## src/rtl/alu_pkg.sv

```systemverilog
// Shared opcode map, modulo FSM encoding and default width for the execute-stage ALU.
package alu_pkg;

  localparam int ALU_WIDTH = 32;

  localparam logic [2:0] OP_AND = 3'b000;
  localparam logic [2:0] OP_OR  = 3'b001;
  localparam logic [2:0] OP_XOR = 3'b010;
  localparam logic [2:0] OP_NOR = 3'b011;
  localparam logic [2:0] OP_SLT = 3'b100;
  localparam logic [2:0] OP_ADD = 3'b101;
  localparam logic [2:0] OP_SUB = 3'b110;
  localparam logic [2:0] OP_MOD = 3'b111;

  typedef enum logic [1:0] {
    IDLE = 2'd0,
    RUN  = 2'd1,
    DONE = 2'd2
  } mod_state_t;

endpackage

```

## src/rtl/alu_if.sv

```systemverilog
// Operand/opcode/result bundle between the issue logic (master) and the ALU (slave).
interface alu_if #(
  parameter int WIDTH = 32
);
  logic [WIDTH-1:0] a;
  logic [WIDTH-1:0] b;
  logic [2:0]       aluOP;
  logic [WIDTH-1:0] O;
  logic             less_than;

  modport master (output a, output b, output aluOP, input  O, input  less_than);
  modport slave  (input  a, input  b, input  aluOP, output O, output less_than);
endinterface

```

## src/rtl/alu_mod_unit.sv

```systemverilog
// Iterative restoring remainder engine: one dividend bit per cycle, MSB first.
module alu_mod_unit #(
  parameter int WIDTH     = 32,
  parameter int MOD_ITERS = WIDTH
) (
  input  logic             clk,
  input  logic             reset,
  input  logic             start,
  input  logic [WIDTH-1:0] a,
  input  logic [WIDTH-1:0] b,
  output logic             busy,
  output logic             done,
  output logic [WIDTH-1:0] rem
);

  localparam int CNT_W = $clog2(MOD_ITERS + 1);
  localparam logic [CNT_W-1:0] LAST_ITER = CNT_W'(MOD_ITERS - 1);

  logic [WIDTH-1:0] dividend_p0;
  logic [WIDTH-1:0] divisor_p0;
  logic [WIDTH-1:0] rem_p1;
  logic [CNT_W-1:0] iter_cnt;

  // Shift the next dividend bit in and subtract the divisor when it fits.
  // A zero divisor always "fits", so the remainder degenerates to the dividend.
  function automatic logic [WIDTH-1:0] rem_step(input logic [WIDTH-1:0] r,
                                                input logic             bit_in,
                                                input logic [WIDTH-1:0] d);
    logic [WIDTH:0] trial;
    logic [WIDTH:0] diff;
    trial = {r, bit_in};
    diff  = trial - {1'b0, d};
    if (trial >= {1'b0, d}) return diff[WIDTH-1:0];
    else                    return trial[WIDTH-1:0];
  endfunction

  always_ff @(posedge clk) begin
    if (!reset) begin
      dividend_p0 <= '0;
      divisor_p0  <= '0;
      rem_p1      <= '0;
      iter_cnt    <= '0;
      busy        <= 1'b0;
      done        <= 1'b0;
    end else if (start) begin
      dividend_p0 <= a;
      divisor_p0  <= b;
      rem_p1      <= '0;
      iter_cnt    <= '0;
      busy        <= 1'b1;
      done        <= 1'b0;
    end else if (busy) begin
      // iteration stage: p0 operands -> p1 partial remainder
      rem_p1      <= rem_step(rem_p1, dividend_p0[WIDTH-1], divisor_p0);
      dividend_p0 <= dividend_p0 << 1;
      iter_cnt    <= iter_cnt + 1'b1;
      if (iter_cnt == LAST_ITER) begin
        busy <= 1'b0;
        done <= 1'b1;
      end
    end else begin
      done <= 1'b0;
    end
  end

  assign rem = rem_p1;

endmodule

```

## src/rtl/alu_unit.sv

```systemverilog
// Registered execute-stage ALU: single-cycle logic/arith ops plus multi-cycle unsigned modulo.
module alu_unit
  import alu_pkg::*;
#(
  parameter int WIDTH     = ALU_WIDTH,
  parameter int MOD_ITERS = WIDTH
) (
  input  logic CLK,
  input  logic reset,
  alu_if.slave bus
);

  mod_state_t       state;
  logic [WIDTH-1:0] a_lat;
  logic [WIDTH-1:0] b_lat;
  logic [WIDTH-1:0] o_p1;
  logic             lt_p1;
  logic [WIDTH-1:0] alu_res_p0;
  logic             opnd_chg;
  logic             mod_start;
  logic             mod_busy;
  logic             mod_done;
  logic [WIDTH-1:0] mod_rem;

  function automatic logic slt(input logic signed [WIDTH-1:0] x,
                               input logic signed [WIDTH-1:0] y);
    return x < y;
  endfunction

  always_comb begin
    alu_res_p0 = '0;
    case (bus.aluOP)
      OP_AND:  alu_res_p0 = bus.a & bus.b;
      OP_OR:   alu_res_p0 = bus.a | bus.b;
      OP_XOR:  alu_res_p0 = bus.a ^ bus.b;
      OP_NOR:  alu_res_p0 = ~(bus.a | bus.b);
      OP_SLT:  alu_res_p0 = {{(WIDTH-1){1'b0}}, slt(bus.a, bus.b)};
      OP_ADD:  alu_res_p0 = bus.a + bus.b;
      OP_SUB:  alu_res_p0 = bus.a - bus.b;
      default: alu_res_p0 = o_p1;
    endcase
  end

  assign opnd_chg  = (bus.a != a_lat) || (bus.b != b_lat);
  assign mod_start = (state == IDLE) && (bus.aluOP == OP_MOD);

  alu_mod_unit #(
    .WIDTH     (WIDTH),
    .MOD_ITERS (MOD_ITERS)
  ) u_mod (
    .clk   (CLK),
    .reset (reset),
    .start (mod_start),
    .a     (bus.a),
    .b     (bus.b),
    .busy  (mod_busy),
    .done  (mod_done),
    .rem   (mod_rem)
  );

  // result stage: p0 combinational result / engine remainder -> p1 output register
  always_ff @(posedge CLK) begin
    if (!reset) begin
      state <= IDLE;
      a_lat <= '0;
      b_lat <= '0;
      o_p1  <= '0;
      lt_p1 <= 1'b0;
    end else begin
      lt_p1 <= slt(bus.a, bus.b);
      if (bus.aluOP != OP_MOD) begin
        o_p1  <= alu_res_p0;
        state <= IDLE;
      end else begin
        case (state)
          IDLE: begin
            a_lat <= bus.a;
            b_lat <= bus.b;
            state <= RUN;
          end
          RUN: begin
            // Operand change restarts from IDLE; O keeps its old value meanwhile.
            if (opnd_chg) begin
              state <= IDLE;
            end else if (mod_done) begin
              o_p1  <= mod_rem;
              state <= DONE;
            end else if (!mod_busy) begin
              state <= IDLE;
            end
          end
          DONE: begin
            if (opnd_chg) state <= IDLE;
          end
          default: state <= IDLE;
        endcase
      end
    end
  end

  assign bus.O         = o_p1;
  assign bus.less_than = lt_p1;

endmodule

```

## src/flat_wrapper.sv

```systemverilog
// flat-port wrapper written by rule: the top's interface ports become plain ports
module alu_unit_flat import alu_pkg::*;
#(
  parameter int WIDTH     = ALU_WIDTH,
  parameter int MOD_ITERS = WIDTH
)
  (CLK, reset, bus_a, bus_b, bus_aluOP, bus_O, bus_less_than);
  alu_if #(.WIDTH(WIDTH)) bus_i ();
  input  logic CLK;
  input  logic reset;
  input wire logic [$bits(bus_i.a)-1:0] bus_a;
  input wire logic [$bits(bus_i.b)-1:0] bus_b;
  input wire logic [$bits(bus_i.aluOP)-1:0] bus_aluOP;
  output wire logic [$bits(bus_i.O)-1:0] bus_O;
  output wire logic [$bits(bus_i.less_than)-1:0] bus_less_than;
  assign bus_i.a = bus_a;
  assign bus_i.b = bus_b;
  assign bus_i.aluOP = bus_aluOP;
  assign bus_O = bus_i.O;
  assign bus_less_than = bus_i.less_than;
  alu_unit #(.WIDTH(WIDTH), .MOD_ITERS(MOD_ITERS)) u_core (.CLK(CLK), .reset(reset), .bus(bus_i));
endmodule
```

## config.mk

```make
export PLATFORM = sky130hd
export DESIGN_NAME = alu_unit_flat
export DESIGN_NICKNAME = d
export VERILOG_FILES = /design/src/rtl/alu_pkg.sv /design/src/rtl/alu_if.sv /design/src/rtl/alu_mod_unit.sv /design/src/rtl/alu_unit.sv /design/src/flat_wrapper.sv
export SDC_FILE = /design/constraint.sdc
export NUM_CORES = 1
export LEC_CHECK = 0
export BUFFER_PORTS_ARGS = -buffer_cell sky130_fd_sc_hd__clkbuf_2
export CELL_PAD_IN_SITES_DETAIL_PLACEMENT = 1
export CELL_PAD_IN_SITES_GLOBAL_PLACEMENT = 1
export CORE_AREA = 5 5 187 189
export DETAILED_ROUTE_END_ITERATION = 7
export DIE_AREA = 0 0 192 194
export GPL_TIMING_DRIVEN = 0
export PLACE_DENSITY = 0.81
export SKIP_CTS_REPAIR_TIMING = 1
export SLEW_MARGIN = 20
export SYNTH_ARGS = -nofsm -noshare
export SYNTH_HDL_FRONTEND = slang
export SYNTH_SLANG_ARGS = --single-unit
```

## constraint.sdc

```tcl
create_clock -name CLK -period 9.3 [get_ports CLK]
set_input_delay 0.93 -clock CLK [delete_from_list [all_inputs] [get_ports CLK]]
set_output_delay 0.93 -clock CLK [all_outputs]
set_load 0.03 [all_outputs]
```

# Word level (Yosys, flattened, before mapping)
# Cells that the tools add are included.
totals:
  elab_cells: 70
  ff_bits: 203
  out_inout_bits: 33
  in_bits: 69
classes:
  order_cmp: 2
  bitwise: 7
  n_reduce_logical: 13
  add_sub_neg: 4
  eq_ne: 17
  muxes: 16
ops:
  columns: ["operator", "n"]
  rows:
  - ["2-to-1 mux 32 bit", 7]
  - ["one-hot mux 32 bit (7 select lines)", 1]
  - ["!= test 32 bit", 2]
  - ["subtractor 32 bit", 2]
  - ["greater-or-equal comparator 33 x 32 -> 1 bit", 1]
  - ["adder 32 bit", 1]
  - ["AND 32 bit", 1]
  - ["less-than comparator 32 bit", 1]
  - ["inverter 32 bit", 1]
  - ["OR 32 bit", 1]
  - ["XOR 32 bit", 1]
  - ["== test 3 bit, second input constant", 4]
  - ["2-to-1 mux 2 bit", 4]
  - ["!= test 8 bit, second input constant", 1]
  - ["adder 6 x 1 -> 6 bit, second input constant", 1]
  - ["== test 3 x 2 -> 1 bit, second input constant", 2]
  - ["== test 6 x 5 -> 1 bit, second input constant", 1]
  - ["one-hot mux 2 bit (3 select lines)", 1]
  - ["nonzero test 2 bit", 3]
  - ["!= test 4 x 3 -> 1 bit, second input constant", 1]
  - ["AND reduction 2 bit", 2]
  - ["AND reduction 4 bit", 1]
  - ["OR reduction 2 bit", 2]
  - ["== test 3 x 1 -> 1 bit, second input constant", 1]
  - ["other kinds (12)", 16]

# Longest topological paths before layout
# Gate-level depths: netlist of the first run.
depth:
  ltp_word: 5
  ltp_mapped: 14
  depth_no_buf: 13

# Modules after synthesis
# A second synthesis of the first run with hierarchy kept.
unflattened:
  cells_unflattened: 2230
  area_unflattened_um2: 16758.6
modules_own_cells:
  columns: ["mod", "instances", "cells_per_inst", "seq_area_each_um2", "area_per_inst_um2"]
  rows:
  - ["alu_unit", 1, 1427, 1981.9, 10293.6]
  - ["alu_mod_unit", 1, 803, 2082.0, 6465.0]

# Worst setup path before layout of the first run
# OpenSTA, ideal clock, no wires.
synth_path:
  path_kind: "input -> register"
  startpoint: "in bus_a[0]"
  endpoint: "reg u_core.o_p1[24] (netlist: u_core.bus.O[24])"
  n_path_buf: 0
  setup_time_ps: 57
  path_stages: 13
  t_arrival_ps: 3488
  slack_ps: 5755
  cell_sequence: "inv_1 ha_1 fa_1 o21bai_1 a2111oi_4 o31ai_2 a21oi_4 a2111oi_4 o311ai_4 nand2_1 o21ai_1 a222oi_1 a21o_1"
synth_via:
  elab_chain_cells: 4
  word_cells_on_any_way: 8
synth_lines:
  columns: ["item", "line", "source"]
  rows:
  - ["start, declared", "flat_wrapper.sv:11", "input wire logic [$bits(bus_i.a)-1:0] bus_a;"]
  - ["branches (longest 4 deep; another with subtractor 32 bit)", null, null]
  - ["end signal, assigned", "alu_unit.sv:72", "o_p1 <= alu_res_p0;"]
  - ["end signal, assigned", "alu_unit.sv:86", "o_p1 <= mod_rem;"]
  - ["end, declared", "alu_unit.sv:16", "logic [WIDTH-1:0] o_p1;"]
# Parallel ways; which one is timed is not known.
# A chain may end at the register's enable or synchronous reset.

# Worst setup path in the final report of the first run
layout_path:
  startpoint: "in bus_b[18]"
  endpoint: "reg u_core.o_p1[31] (netlist: u_core.bus.O[31])"
layout_via:
  elab_chain_cells: 4
  word_cells_on_any_way: 8
layout_lines:
  columns: ["item", "line", "source"]
  rows:
  - ["start, declared", "flat_wrapper.sv:12", "input wire logic [$bits(bus_i.b)-1:0] bus_b;"]
  - ["branches (longest 4 deep; another with subtractor 32 bit)", null, null]
# Parallel ways; which one is timed is not known.

==> impl_metrics.json, run 1 <==
{
  "antenna_found_initial": 0,
  "cts_tree": "done",
  "synthSimpleGateAreaFrac_pct": 16.7,
  "synthesis.area_um2": 14700,
  "grt_pass1_wl_um": 103000,
  "yosys_warnings": 0,
  "synthCells": 1970,
  "ys_ff_latch": 171,
  "netSwitchingPower_w": 0.00110,
  "hold_viol": 0,
  "drt_iter0_markers": 1675,
  "initial_utilization_pct": 44.4,
  "syn_to_final_growth_pct": 11.3,
  "grt_pass1_vias": 16411,
  "setup_viol": 0,
  "p_leak_nw": 6.66,
  "maxSlewHeadroom_pct": 24.0,
  "synth_fp_nets": 2183,
  "ios": 102,
  "clock_skew_ns": 0.0166,
  "hold_depth": 2,
  "crit_fanout": 9,
  "hold_end": "u_core.a_lat[6]",
  "p_seq_share_pct": 31.5,
  "numCtsBuffers": 17,
  "vdd_ir_drop_max_mv": 0.138,
  "async_flop_share_pct": 0,
  "status": "complete, but fails checks",
  "r2r-start": "u_core.u_mod.divisor_p0[28]",
  "die_width_um": 192,
  "pwr-share-clk_pct": 29.1,
  "drive_above_1_share_pct": 10.7,
  "r2r_setup_slack_ns": 5.30,
  "routed_wl_um": 70100,
  "worstSetupPathType": "in -> reg",
  "place_area_um2": 15800,
  "dieArea_um2": 37200,
  "p_int_w": 0.00149,
  "clk_pin_slew_ns": 0.08,
  "rsz0062_at_grt": "no",
  "synth_compound_area_share_pct": 28.0,
  "synthXorXnorAreaFrac_pct": 7.45,
  "clock_path_buffers": 2,
  "synth_top_family_by_area": "compound AO/OA/AOI/OAI gates",
  "p_per_area_nw_per_um2": 158,
  "ant_nets": 0,
  "fmaxAchievable_mhz": 230,
  "vias": 16317,
  "clk_latency_ns": 0.47,
  "hold-worst-slack_ns": 0.474,
  "tightest_slew_ns": 1.14,
  "gp_congestion": 0.970,
  "holdCritPathClass": "reg -> reg",
  "drc": 1,
  "synth_edf_count": 0,
  "r2r_cells": 10,
  "final_nets": 2303,
  "io_buffers": 100,
  "cts-root-buf": "clkbuf_16",
  "critPathArrivalTime_ns": 4.69,
  "dpl.cell_count": 2519,
  "p_sw_share_pct": 42.4,
  "vias_per_cell": 6.40,
  "diodes": 0,
  "grt.total_usage_pct": 36.6,
  "synthMuxAreaShare_pct": 5.23,
  "violations": "DRC",
  "synth-adder-area-share_pct": 12.4,
  "wl_per_cell_um": 27.5,
  "fin_crit_sh_pct": 46.8,
  "drt_pass1_iterations": 8,
  "instances_no_fill": 2551,
  "grt_start_max_net_pins": 19,
  "maxCapViolations": 0,
  "htreeDepth": 4,
  "rows": 67,
  "fin_crit_ns": 4.35,
  "yosys_most_used_dff": "dfxtp_1",
  "grt-ovfl-total": 0,
  "p_comb_share_pct": 39.4,
  "end_kind": "flip-flop",
  "ys_types": 91,
  "die_y_um": 194,
  "worstPathRequired_ns": 9.63,
  "avgSynthCellArea_um2": 7.46,
  "tns_ns": 0,
  "cp-start-kind": "input pin",
  "dpl.hpwl_um": 55000,
  "r2r_end": "u_core.bus.O[16]",
  "hold_start": "u_core.a_lat[6]",
  "design.core.area_um2": 33100,
  "ys_seq_area_share_pct": 23.3,
  "stdcell_area_um2": 16400,
  "numClockSinks": 171,
  "maxSlewViolCount": 0
}
==> stage by stage <==
stage	worst slack (ns)	power [W]	utilization, %
2_1_floorplan	5.76	0.00148	-
3_3_place_gp	4.22	0.00178	47.6
3_5_place_dp	4.58	0.00181	47.6
4_1_cts	5.05	0.00255	49.4
5_1_grt	4.81	0.00267	49.4
6_report	4.95	0.00258	49.4
==> critical path: stages <==
cell and delay [ns]:
clkbuf_2 0.24, inv_1 0.11, ha_1 0.29, clkbuf_1 0.38, inv_1 0.17, a21oi_1 0.24
nand2_1 0.13, a211oi_1 0.55, nor3_1 0.14, nor2_1 0.38, a211oi_2 0.19, o21bai_1 0.19
mux2_1 0.32, or4_1 0.40
==> power by group through the flow <==
stage | clock network, W | logic [W] | registers [W]
after floorplan | 0 | 0.000641 | 0.000836
after global placement | 0 | 0.000955 | 0.000826
after detailed placement | 0 | 0.000978 | 0.000827
after CTS | 0.000749 | 0.000987 | 0.000810
after global routing | 0.000774 | 0.00108 | 0.000813
final | 0.000752 | 0.00102 | 0.000812
==> state kept, by name (all words and copies together), names as in the netlist <==
register / count
u_core.u_mod.busy: 1
u_core.bus.O: 32
u_core.a_lat: 32
u_core.state: 2
u_core.u_mod.done: 1
u_core.bus.less_than: 1
u_core.u_mod.divisor_p0: 32
u_core.u_mod.dividend_p0: 32
u_core.u_mod.iter_cnt: 6
u_core.u_mod.rem: 32
==> cell type report <==
class / count / area, um^2
multi-input cells: 1546 / 10300
well taps: 448 / 561
inverters: 143 / 542
flip-flops and latches: 171 / 3420
clock buffers: 18 / 439
repair buffers: 101 / 508
clock inverters: 14 / 148
fillers: 4251 / 16800
plain buffers: 110 / 477
==> Yosys cell counts (11+ instances only) <==
library cell	n	area [um^2]
inv_1	137	514
o22ai_1	29	181
nand2_1	257	965
ha_1	141	1760
a221oi_1	14	123
mux2_2	38	428
a211oi_1	18	135
buf_2	12	60.1
a21oi_1	290	1450
mux2i_1	33	330
xor2_1	16	140
o31ai_1	16	120
o21bai_1	18	135
o21a_1	11	82.6
a31oi_1	15	93.8
dfxtp_1	171	3420
xnor2_1	109	955
nand2b_1	12	75.1
clkbuf_1	85	319
o21ai_0	99	495
a21o_1	29	218
nand3_1	17	85.1
nor4_1	18	113
nand4_1	25	156
nor3_1	29	145
nor2_1	137	514
==> how the worst max path moves through the flow <==
| stage | from | slack (ns) | to |
|---|---|---|---|
| 4_1_cts | bus_b[18] | 5.05 | u_core.bus.O[31] |
| 6_report | bus_b[18] | 4.95 | u_core.bus.O[31] |
| 2_1_floorplan | bus_a[0] | 5.76 | u_core.bus.O[24] |
| 3_5_place_dp | bus_b[18] | 4.58 | u_core.bus.O[31] |
| 5_1_grt | bus_a[18] | 4.81 | u_core.bus.O[31] |
| 3_3_place_gp | bus_b[21] | 4.22 | u_core.bus.O[9] |
==> layout by cell type, fill, tap and decap left out, drive strengths merged, types with 6 or more instances in the layout <==
cell type | Yosys | routed
xor2 | 16 | 16
nor3 | 29 | 29
o211ai | 11 | 11
a21oi | 295 | 295
o211a | 6 | 6
nand3 | 17 | 17
or3 | 9 | 9
a31oi | 16 | 16
mux2 | 39 | 39
nor4 | 18 | 18
nand3b | 9 | 9
xnor2 | 109 | 109
o22ai | 29 | 29
inv | 138 | 145
o21ai | 106 | 106
o21bai | 18 | 18
nand2b | 12 | 12
dfxtp | 171 | 171
nand4 | 25 | 25
a211oi | 20 | 20
a221oi | 15 | 15
clkbuf | 85 | 203
mux2i | 33 | 33
nor2b | 10 | 10
ha | 141 | 141
and3 | 8 | 8
nand2 | 257 | 257
a22oi | 10 | 10
a21o | 30 | 30
o21a | 11 | 11
buf | 25 | 26
o31ai | 17 | 17
o221ai | 8 | 8
clkinv | 5 | 11
nor2 | 139 | 139
==> per-layer routing <==
layer	part of all wire, %	global-route usage, %
met2	43	55.4
met1	42	49.3
met4	6.4	18.7
met5	0	0
met3	9.1	7.27
==> cells by family after synthesis <==
logic type / after synthesis
fa+ha+maj: 144
xor+xnor: 125
flops: 171
compound gates: 652
simple gates: 553
buf+inv: 253
mux: 72
(Power assumes the default switching activity.)
==> run 2, diff against run 1 <==
--- a/config.mk
+++ b/config.mk
@@ -8,11 +8,11 @@
 export BUFFER_PORTS_ARGS = -buffer_cell sky130_fd_sc_hd__clkbuf_2
 export CELL_PAD_IN_SITES_DETAIL_PLACEMENT = 1
 export CELL_PAD_IN_SITES_GLOBAL_PLACEMENT = 1
-export CORE_AREA = 5 5 187 189
+export CORE_AREA = 5 5 194 196
 export DETAILED_ROUTE_END_ITERATION = 7
-export DIE_AREA = 0 0 192 194
+export DIE_AREA = 0 0 199 201
 export GPL_TIMING_DRIVEN = 0
-export PLACE_DENSITY = 0.81
+export PLACE_DENSITY = 0.79
 export SKIP_CTS_REPAIR_TIMING = 1
 export SLEW_MARGIN = 20
 export SYNTH_ARGS = -nofsm -noshare
==> constraint.sdc (replaced) <==
create_clock -name CLK -period 3.8 [get_ports CLK]
set_input_delay 0.38 -clock CLK [delete_from_list [all_inputs] [get_ports CLK]]
set_output_delay 0.38 -clock CLK [all_outputs]
set_load 0.03 [all_outputs]
==> impl_metrics.json, run 2 (same netlist as run 1, synthesis figures left out) <==
{
  "status": "completed",
  "dieArea_um2": 40000,
  "hold_start": "bus_b[26]",
  "cts-root-buf": "clkbuf_16",
  "crit_fanout": 8,
  "hold_end": "u_core.u_mod.divisor_p0[26]",
  "initial_utilization_pct": 40.9,
  "gp_congestion": 1.01,
  "fin_crit_ns": 3.74,
  "worstSetupPathType": "in -> reg",
  "routed_wl_um": 69600,
  "maxCapViolations": 0,
  "grt_pass1_wl_um": 102000,
  "critPathArrivalTime_ns": 4.10,
  "instances_no_fill": 2570,
  "wl_per_cell_um": 27.1,
  "multi_input_area_um2": 10300,
  "p_leak_nw": 6.68,
  "grt-ovfl-total": 0,
  "pre_cts_ws_ns": -0.475,
  "fin_crit_sh_pct": 98.5,
  "numClockSinks": 171,
  "setup_viol": 0,
  "slowest_delay_ns": 0.45,
  "clk_latency_ns": 0.46,
  "hold_viol": 0,
  "mostFrequentLayoutCells": "a21oi_1, nand2_1, dfxtp_1",
  "tns_ns": 0,
  "drt_pass1_iterations": 5,
  "dpl.hpwl_um": 54400,
  "r2r_end": "u_core.u_mod.rem[5]",
  "worstPathRequired_ns": 4.16,
  "maxSlewHeadroom_pct": 21.3,
  "die_y_um": 201,
  "fillers": 4607,
  "vias": 16173,
  "p_per_area_nw_per_um2": 385,
  "numCtsBuffers": 17,
  "ios": 102,
  "design.core.area_um2": 35900,
  "cts_tree": "done",
  "final_nets": 2303,
  "clock_skew_ns": 0.0155,
  "cp-start-kind": "input pin",
  "die_width_um": 199,
  "mostFrequentLayoutCell": "a21oi_1",
  "critPathSlowestCell": "a221oi_1",
  "htreeDepth": 4,
  "antenna_found_initial": 0,
  "end_kind": "flip-flop",
  "grt_start_max_net_pins": 17,
  "grt_pass1_vias": 16156,
  "clk_pin_slew_ns": 0.08,
  "drt_iter0_markers": 1510,
  "io_buffers": 100,
  "r2r_setup_slack_ns": 0.14,
  "hold_depth": 3,
  "place_area_um2": 15800,
  "syn_to_final_growth_pct": 11.8,
  "ant_nets": 0,
  "diodes": 0,
  "r2r_cells": 12,
  "drc": 0,
  "cp_top_family": "compound AO/OA/AOI/OAI gates",
  "tightest_slew_ns": 1.18,
  "crit_chain": "clkbuf_2, inv_1, ha_1, buf_2, a21oi_1, o21ai_0, a221oi_1, o22ai_1, a21oi_1, o21ai_1, a221oi_1, a211oi_1, o2bb2a_1, o21a_1",
  "drive_above_1_share_pct": 11.0,
  "dpl.cell_count": 2538,
  "holdCritPathClass": "in -> reg",
  "clock_path_buffers": 2,
  "maxSlewViolCount": 0,
  "regArea_um2": 3420,
  "setup_slack_ns": 0.0558,
  "grt.total_usage_pct": 33.5,
  "r2r-start": "u_core.u_mod.rem[6]",
  "rows": 70,
  "stdcell_area_um2": 16400,
  "vias_per_cell": 6.29,
  "final_util_pct": 45.8,
  "fmaxAchievable_mhz": 267,
  "vdd_ir_drop_max_mv": 0.358,
  "critPathBufInv": 3
}
[run 2: changes by cell type in the layout (fill, tap and decap cells not counted), moves of 2 or more]
cell       delta
inv_8         -2
clkinv_4      +2
clkinv_8      -2
bufinv_16     +2
[run 2: layout make-up]
class / instances / area share (%)
multi-input combinational: 1546 / 62.7
sequential: 171 / 20.8
tap: 468 / 3.56
inverter: 143 / 3.30
timing repair buffer: 102 / 3.14
buffer: 109 / 2.89
clock buffer: 17 / 2.59
clock inverter: 14 / 1.01
[run 2: metal layers]
layer  GRT usage (%)  routed length [um]
met5               0                   0
met1            45.3               29100
met4            17.4                4440
met3            5.32                6030
met2            51.4               30000
[run 2: power breakdown]
part	internal (W)	switching, W
Clock	0.000984	0.000874
Combinational	0.000863	0.00162
Sequential	0.00188	0.000102
Total	0.00373	0.00260
[run 2: worst max path at each step]
| stage | slack [ns] | cells after the start | end | startpoint |
|---|---|---|---|---|
| global placement | -1.02 | 10 | u_core.bus.O[9] | bus_b[21] |
| floorplan | 0.81 | 13 | u_core.bus.O[24] | bus_a[0] |
| finish | 0.06 | 14 | u_core.bus.O[30] | bus_b[11] |
| detailed placement | -0.48 | 14 | u_core.bus.O[31] | bus_b[18] |
| CTS | -0.07 | 14 | u_core.bus.O[31] | bus_b[18] |
| global route | -0.06 | 12 | u_core.u_mod.rem[5] | u_core.u_mod.rem[6] |
[run 2: tightest hold or removal path, cell delays in order]
cell and delay, ns:
clkbuf_2 0.12, nand2_1 0.06, a21oi_1 0.05
[run 2: metrics by stage]
step	hold slack (ns)	total power [W]
floorplan	0.447	0.00361
global placement	0.454	0.00435
detailed placement	0.460	0.00440
CTS	0.210	0.00625
global route	0.240	0.00658
finish	0.220	0.00633
